===== src/rtl/uart_pkg.sv =====
// Shared UART definitions: receiver state encoding, oversampling constants
// and the console UART register addresses on the data bus.
package uart_pkg;

    typedef enum logic [2:0] {
        IDLE,
        START,
        DATA,
        STOP,
        BREAK
    } rx_state_t;

    localparam int OVERSAMPLE = 16;
    localparam int MID_SAMPLE = 8;

    localparam logic [31:0] UART_TX_ADDR   = 32'h9000_0000;
    localparam logic [31:0] UART_RX_ADDR   = 32'h9000_0004;
    localparam logic [31:0] UART_STAT_ADDR = 32'h9000_0008;

endpackage


===== src/rtl/sync_fifo.sv =====
// Small synchronous FIFO with extra-MSB pointers; head entry is read straight
// from the storage registers so dout holds steady until a pop.
module sync_fifo #(
    parameter int WIDTH = 8,
    parameter int DEPTH = 4
) (
    input  logic             clk,
    input  logic             rst,
    input  logic             push,
    input  logic [WIDTH-1:0] din,
    input  logic             pop,
    output logic [WIDTH-1:0] dout,
    output logic             full,
    output logic             empty
);

    localparam int AW = $clog2(DEPTH);

    logic [AW:0]      wr_ptr;
    logic [AW:0]      rd_ptr;
    logic [WIDTH-1:0] mem [DEPTH];
    logic             do_push;
    logic             do_pop;

    assign empty   = (wr_ptr == rd_ptr);
    assign full    = (wr_ptr[AW] != rd_ptr[AW]) && (wr_ptr[AW-1:0] == rd_ptr[AW-1:0]);
    assign do_pop  = pop && !empty;
    // A pop frees the slot in the same cycle, so a full FIFO can still accept.
    assign do_push = push && (!full || do_pop);
    assign dout    = mem[rd_ptr[AW-1:0]];

    always_ff @(posedge clk or posedge rst) begin
        if (rst) begin
            wr_ptr <= '0;
            rd_ptr <= '0;
            for (int i = 0; i < DEPTH; i++) begin
                mem[i] <= '0;
            end
        end else begin
            if (do_push) begin
                mem[wr_ptr[AW-1:0]] <= din;
                wr_ptr              <= wr_ptr + (AW+1)'(1);
            end
            if (do_pop) begin
                rd_ptr <= rd_ptr + (AW+1)'(1);
            end
        end
    end

endmodule


===== src/rtl/uart_rx_8n1_fifo.sv =====
// 8N1 console UART receiver: 16x oversampled on the core clock via a tick
// enable, with received bytes queued in a small ready/valid FIFO.
module uart_rx_8n1_fifo
    import uart_pkg::*;
#(
    parameter int CLK_HZ     = 12000000,
    parameter int BAUD       = 9600,
    parameter int FIFO_DEPTH = 4
) (
    input  logic       clk,
    input  logic       rst,
    input  logic       rx_i,
    output logic [7:0] rx_data,
    output logic       rx_valid,
    input  logic       rx_ready,
    output logic       frame_err,
    output logic       overrun,
    output logic       busy
);

    localparam int DIV   = CLK_HZ / (BAUD * OVERSAMPLE);
    localparam int DIV_W = (DIV > 1) ? $clog2(DIV) : 1;

    rx_state_t        state;
    rx_state_t        next_state;
    logic [1:0]       sync_q;
    logic             rx_s;
    logic             rx_prev;
    logic             start_edge;
    logic [DIV_W-1:0] div_cnt;
    logic             tick;
    logic [3:0]       tick_cnt;
    logic [2:0]       bit_cnt;
    logic [7:0]       shift_reg;
    logic             sample_now;
    logic             push_byte;
    logic             stop_bad;
    logic             fifo_full;
    logic             fifo_empty;

    assign rx_s       = sync_q[1];
    assign start_edge = (state == IDLE) && rx_prev && !rx_s;
    assign tick       = (div_cnt == DIV_W'(DIV - 1));
    assign sample_now = tick && ((state == START) ? (tick_cnt == 4'(MID_SAMPLE - 1))
                                                  : (tick_cnt == 4'(OVERSAMPLE - 1)));
    assign busy       = (state != IDLE);
    assign rx_valid   = !fifo_empty;

    always_ff @(posedge clk or posedge rst) begin
        if (rst) begin
            sync_q  <= 2'b11;
            rx_prev <= 1'b1;
        end else begin
            sync_q  <= {sync_q[0], rx_i};
            rx_prev <= rx_s;
        end
    end

    // Restarting the divider on the start edge centres every later sample in its bit.
    always_ff @(posedge clk or posedge rst) begin
        if (rst) begin
            div_cnt <= '0;
        end else if (start_edge || tick) begin
            div_cnt <= '0;
        end else begin
            div_cnt <= div_cnt + DIV_W'(1);
        end
    end

    always_ff @(posedge clk or posedge rst) begin
        if (rst) begin
            tick_cnt  <= '0;
            bit_cnt   <= '0;
            shift_reg <= '0;
        end else begin
            if (start_edge) begin
                tick_cnt <= '0;
                bit_cnt  <= '0;
            end else if (tick) begin
                tick_cnt <= sample_now ? 4'd0 : tick_cnt + 4'd1;
            end
            if (state == DATA && sample_now) begin
                shift_reg <= {rx_s, shift_reg[7:1]};
                bit_cnt   <= bit_cnt + 3'd1;
            end
        end
    end

    always_ff @(posedge clk or posedge rst) begin
        if (rst) begin
            state <= IDLE;
        end else begin
            state <= next_state;
        end
    end

    always_comb begin
        next_state = state;
        push_byte  = 1'b0;
        stop_bad   = 1'b0;
        case (state)
            IDLE:  if (start_edge) next_state = START;
            START: if (sample_now) next_state = rx_s ? IDLE : DATA;
            DATA:  if (sample_now && bit_cnt == 3'd7) next_state = STOP;
            STOP: begin
                // Returning to IDLE on the stop sample leaves half a bit to catch the next start edge.
                if (sample_now) begin
                    if (rx_s) begin
                        push_byte  = 1'b1;
                        next_state = IDLE;
                    end else begin
                        stop_bad   = 1'b1;
                        next_state = BREAK;
                    end
                end
            end
            BREAK: if (rx_s) next_state = IDLE;
            default: next_state = IDLE;
        endcase
    end

    always_ff @(posedge clk or posedge rst) begin
        if (rst) begin
            frame_err <= 1'b0;
            overrun   <= 1'b0;
        end else begin
            frame_err <= stop_bad;
            overrun   <= push_byte && fifo_full && !rx_ready;
        end
    end

    sync_fifo #(
        .WIDTH (8),
        .DEPTH (FIFO_DEPTH)
    ) u_fifo (
        .clk   (clk),
        .rst   (rst),
        .push  (push_byte),
        .din   (shift_reg),
        .pop   (rx_ready),
        .dout  (rx_data),
        .full  (fifo_full),
        .empty (fifo_empty)
    );

endmodule


===== config.mk =====
export PLATFORM = sky130hd
export DESIGN_NAME = uart_rx_8n1_fifo
export DESIGN_NICKNAME = d
export VERILOG_FILES = /design/src/rtl/uart_pkg.sv /design/src/rtl/sync_fifo.sv /design/src/rtl/uart_rx_8n1_fifo.sv
export SDC_FILE = /design/constraint.sdc
export NUM_CORES = 1
export LEC_CHECK = 0
export ABC_AREA = 1
export BUFFER_PORTS_ARGS = -buffer_cell sky130_fd_sc_hd__buf_2
export CAP_MARGIN = 20
export CORE_MARGIN = 4
export CORE_UTILIZATION = 40
export DETAILED_ROUTE_END_ITERATION = 8
export PLACE_DENSITY = 0.56
export SLEW_MARGIN = 10
export SYNTH_ARGS = -nofsm -noshare
export SYNTH_HDL_FRONTEND = slang
export SYNTH_SLANG_ARGS = --single-unit

===== constraint.sdc =====
create_clock -name clk -period 2.1 [get_ports clk]
set_clock_uncertainty 0.15 [all_clocks]
set_input_delay 0 -clock clk [delete_from_list [all_inputs] [get_ports clk]]
set_output_delay 0 -clock clk [all_outputs]
set_load 0.01 [all_outputs]

==> run_results.csv <==
group,metric,value,unit
setup_path,cp_max_fo,9,
setup_path,cp_num_buf_inv,2,
synth,syn-num-nets,401,
power_and_ir_drop,p_sw_share,36.8,%
synth,yosys.area_share.adder,3.79,%
finish,area_growth,14.2,%
synth,yosysWarningCount,0,
synth,netlist_area,0.00330,mm²
global_routing,met3_usage,3.11,%
power_and_ir_drop,p_seq_share,41.7,%
floorplan,core_area,0.00789,mm²
synth,seq_area_frac_synth,51.6,%
power_and_ir_drop,internal_power,2.31,mW
placed_design,place_hpwl,4830,µm
finish,diodes,0,
setup_path,cp_slowest_cell,"dfrtp_1",
power_and_ir_drop,p_sw,1.35,mW
clock_network,cts_made_buffers,9,
sta,period_minus_slack,1.85,ns
detailed_routing,final_antenna_net_count,0,
detailed_routing,wirelength,7460,µm
flow_run,maxCapViolCount,0,
detailed_routing,vias,2653,
synth,synth_top_family_by_area,"simple AND/OR/NAND/NOR gates",
power_and_ir_drop,power_frac_comb,31.7,%
global_routing,grt_pass1_vias,2592,
placed_design,port_buffers,15,
finish,largest_reg_flops,32,
clock_network,cts_buffer_depth,2,
sta,fmax,0.541,GHz
detailed_routing,wl_per_cell,14.2,µm
sta,relSlewSlack,74.8,%
synth,synth-simple-area-share,31.3,%
sta,setup_violations,0,
setup_path,reg2reg_from,"div_cnt[1]",
sta,slew_violations,0,
clock_network,cts_htree_levels,3,
power_and_ir_drop,leakage,1.96,nW
global_routing,overflow,0,
synth,synth.distinct_cells,35,
setup_path,slowest_delay,0.40,ns
hold_path,hold_path_class,"primary input to asynchronous set/reset pin",
clock_network,clkSinkCount,68,
power_and_ir_drop,pwr-share-clk,26.6,%
placed_design,place_ws,0.240,ns
setup_path,cp_top_family,"simple AND/OR/NAND/NOR gates",
sta,rsz0062_at_grt,"no",
run_status,status,"finished, final reports clean",
floorplan,initial_core_util,41.9,%
floorplan,die_x,98.9,µm
clock_network,path_clk_slew,0.07,ns
global_routing,busiest_layer,"met2",
synth,syn_area_per_cell,8.53,µm²
global_routing,gr-usage-met1,22.1,%
synth,synth_compound_area_share,6.56,%
sta,fin_tns_setup,0,ns
synth,synth_seq_cells,68,
sta,tightest_slew,0.377,ns
detailed_routing,firstDrtPassIters,4,
setup_path,endpoint_kind,"register",
global_routing,globalRouteTotalUtil,16.1,%
power_and_ir_drop,power.density,969,mW/mm²
setup_path,path_class,"register to register",
floorplan,die_h,98.9,µm
sta,hold_violations,0,
finish,finalInstanceArea,0.00377,mm²
global_routing,grt_pass1_wl,12700,µm
clock_network,cts_resized,0,
synth,synth-xor-area-share,1.33,%
finish,layout-drive-gt1-share,16.3,%
power_and_ir_drop,ir_drop,0.573,mV
clock_network,ctsRootBufferMaster,"clkbuf_8",
floorplan,fp-row-count,32,
global_routing,grt_max_degree,69,
synth,synth_mux_area_share,0,%
finish,fin_nets,433,
global_routing,antenna_found_initial,0,
detailed_routing,viasPerCell,5.05,
setup_path,startpoint,"div_cnt[1]",
placed_design,dpl-instance-area,0.00356,mm²
detailed_routing,drc_errors,0,
detailed_routing,drt_iter0_drc,121,
setup_path,cp.arrival,1.92,ns
placed_design,gp_congestion,0.797,
setup_path,critPathRequiredTime,2.17,ns
setup_path,crit_chain,"inv_1 > ha_1 > nand2_1 > inv_1 > nand3_4 > nor2_4 > nand2_1 > nor2_2 > o21ai_0",
finish,final_util,47.8,%
clock_network,clk_latency,0.35,ns
sta,fin_ws,0.250,ns
setup_path,start_kind,"register",
floorplan,boundaryPins,16,
floorplan,die-area,0.00977,mm²
clock_network,cts_tree,"yes",
synth,syn_inst,387,
global_routing,use_met2,25.3,%
sta,finalCritPeriodShare,88.1,%
clock_network,cts_setup_buffers,0,
[layout make-up]
type	instances	area (µm²)
Timing Repair Buffer	33	243
Clock buffer	10	138
Fill cell	763	4120
Tap cell	102	128
Sequential cell	68	1710
Clock inverter	5	38.8
Inverter	26	97.6
Multi-Input combinational cell	281	1420
[cell families (layout without fill, tap and decap cells)]
group / count (synthesis) / after routing
compound gates: 41 / 41
xor+xnor: 5 / 5
fa+ha+maj: 10 / 10
buf+inv: 38 / 74
flops: 68 / 68
simple gates: 225 / 225
[power groups by stage]
stage | Clock (mW) | Combinational (mW) | Sequential [mW]
CTS | 1.01 | 1.18 | 1.52
detailed placement | 0 | 1.17 | 1.55
finish | 0.970 | 1.16 | 1.52
global placement | 0 | 1.16 | 1.54
floorplan | 0 | 0.825 | 1.52
global route | 1.06 | 1.32 | 1.54
[placed cells by master (no fill, tap or decap), types with 3 or more instances in the layout]
| cell | n |
|---|---|
| o21ai_1 | 3 |
| a21oi_1 | 6 |
| nor2_4 | 3 |
| clkinv_4 | 3 |
| nand3_1 | 45 |
| o22ai_1 | 8 |
| xor2_1 | 3 |
| clkbuf_8 | 10 |
| buf_2 | 15 |
| nand4_1 | 4 |
| dlygate4sd3_1 | 3 |
| ha_1 | 10 |
| nand2_1 | 120 |
| inv_1 | 20 |
| nor2_2 | 4 |
| dfrtp_1 | 65 |
| o21ai_0 | 23 |
| inv_2 | 5 |
| dfstp_2 | 3 |
| nor2_1 | 35 |
| buf_4 | 13 |
[cells in the mapped netlist]
| cell type | number | area [µm²] |
|---|---|---|
| nor2_1 | 35 | 131 |
| buf_6 | 3 | 33.8 |
| nand3b_1 | 1 | 7.51 |
| and3_2 | 1 | 7.51 |
| buf_2 | 3 | 15.0 |
| a31oi_1 | 1 | 6.26 |
| nor2_2 | 4 | 25.0 |
| o21ai_1 | 3 | 15.0 |
| clkbuf_1 | 2 | 7.51 |
| nand2_2 | 1 | 6.26 |
| dfrtp_1 | 65 | 1630 |
| xor2_1 | 3 | 26.3 |
| nand4_1 | 4 | 25.0 |
| nand2_4 | 1 | 11.3 |
| nor3b_1 | 1 | 7.51 |
| nand3_4 | 2 | 35.0 |
| nor3_1 | 2 | 10.0 |
| a21oi_1 | 6 | 30.0 |
| nor4_1 | 1 | 6.26 |
| o21ai_0 | 23 | 115 |
| clkbuf_2 | 3 | 15.0 |
| nand2_1 | 120 | 450 |
| nand3_1 | 45 | 225 |
| o22ai_1 | 8 | 50.1 |
| buf_4 | 1 | 7.51 |
| dfstp_2 | 3 | 78.8 |
| ha_1 | 10 | 125 |
| inv_1 | 21 | 78.8 |
| xnor2_1 | 2 | 17.5 |
| inv_2 | 4 | 15.0 |
| nor2_8 | 1 | 20.0 |
| nor2_4 | 3 | 33.8 |
| nand3_2 | 2 | 20.0 |
| clkinv_1 | 1 | 3.75 |
| nand4_2 | 1 | 12.5 |
[worst min-delay path: stages]
cell and delay [ns]:
dlygate4sd3_1 0.54, buf_2 0.13, inv_2 0.06, buf_12 0.30
[through the flow]
stage | hold slack [ns] | cells | power, mW
6_report | 0.128 | 525 | 3.65
5_1_grt | 0.167 | 525 | 3.92
4_1_cts | 0.132 | 525 | 3.70
3_5_place_dp | -0.0437 | 507 | 2.71
3_3_place_gp | -0.0436 | 507 | 2.70
2_1_floorplan | -0.146 | 387 | 2.34
[repair_timing]
action,4_1_cts,5_1_grt
hold buffers,3,0
endpoints found under the setup margin,0,0
endpoints found under the hold margin,73,0
[layer usage]
layer | vias up | wire [µm]
met5 | - | 0
met4 | 0 | 112
met3 | 10 | 241
met2 | 37 | 3600
met1 | 1280 | 3510
li1 | 1326 | -
[worst paths after layout]
| kind | end | slack [ns] | cells after the start |
|---|---|---|---|
| min | u_fifo.mem[14] | 0.13 | 4 |
| min in group clk | sync_q[0] | 0.15 | 2 |
| max in group asynchronous | rx_prev | 1.33 | 4 |
| max reg2reg | shift_reg[6] | 0.25 | 9 |
| max | shift_reg[6] | 0.25 | 9 |
| min reg2reg | sync_q[1] | 0.21 | 0 |
Power figures use the tool's default switching activity.
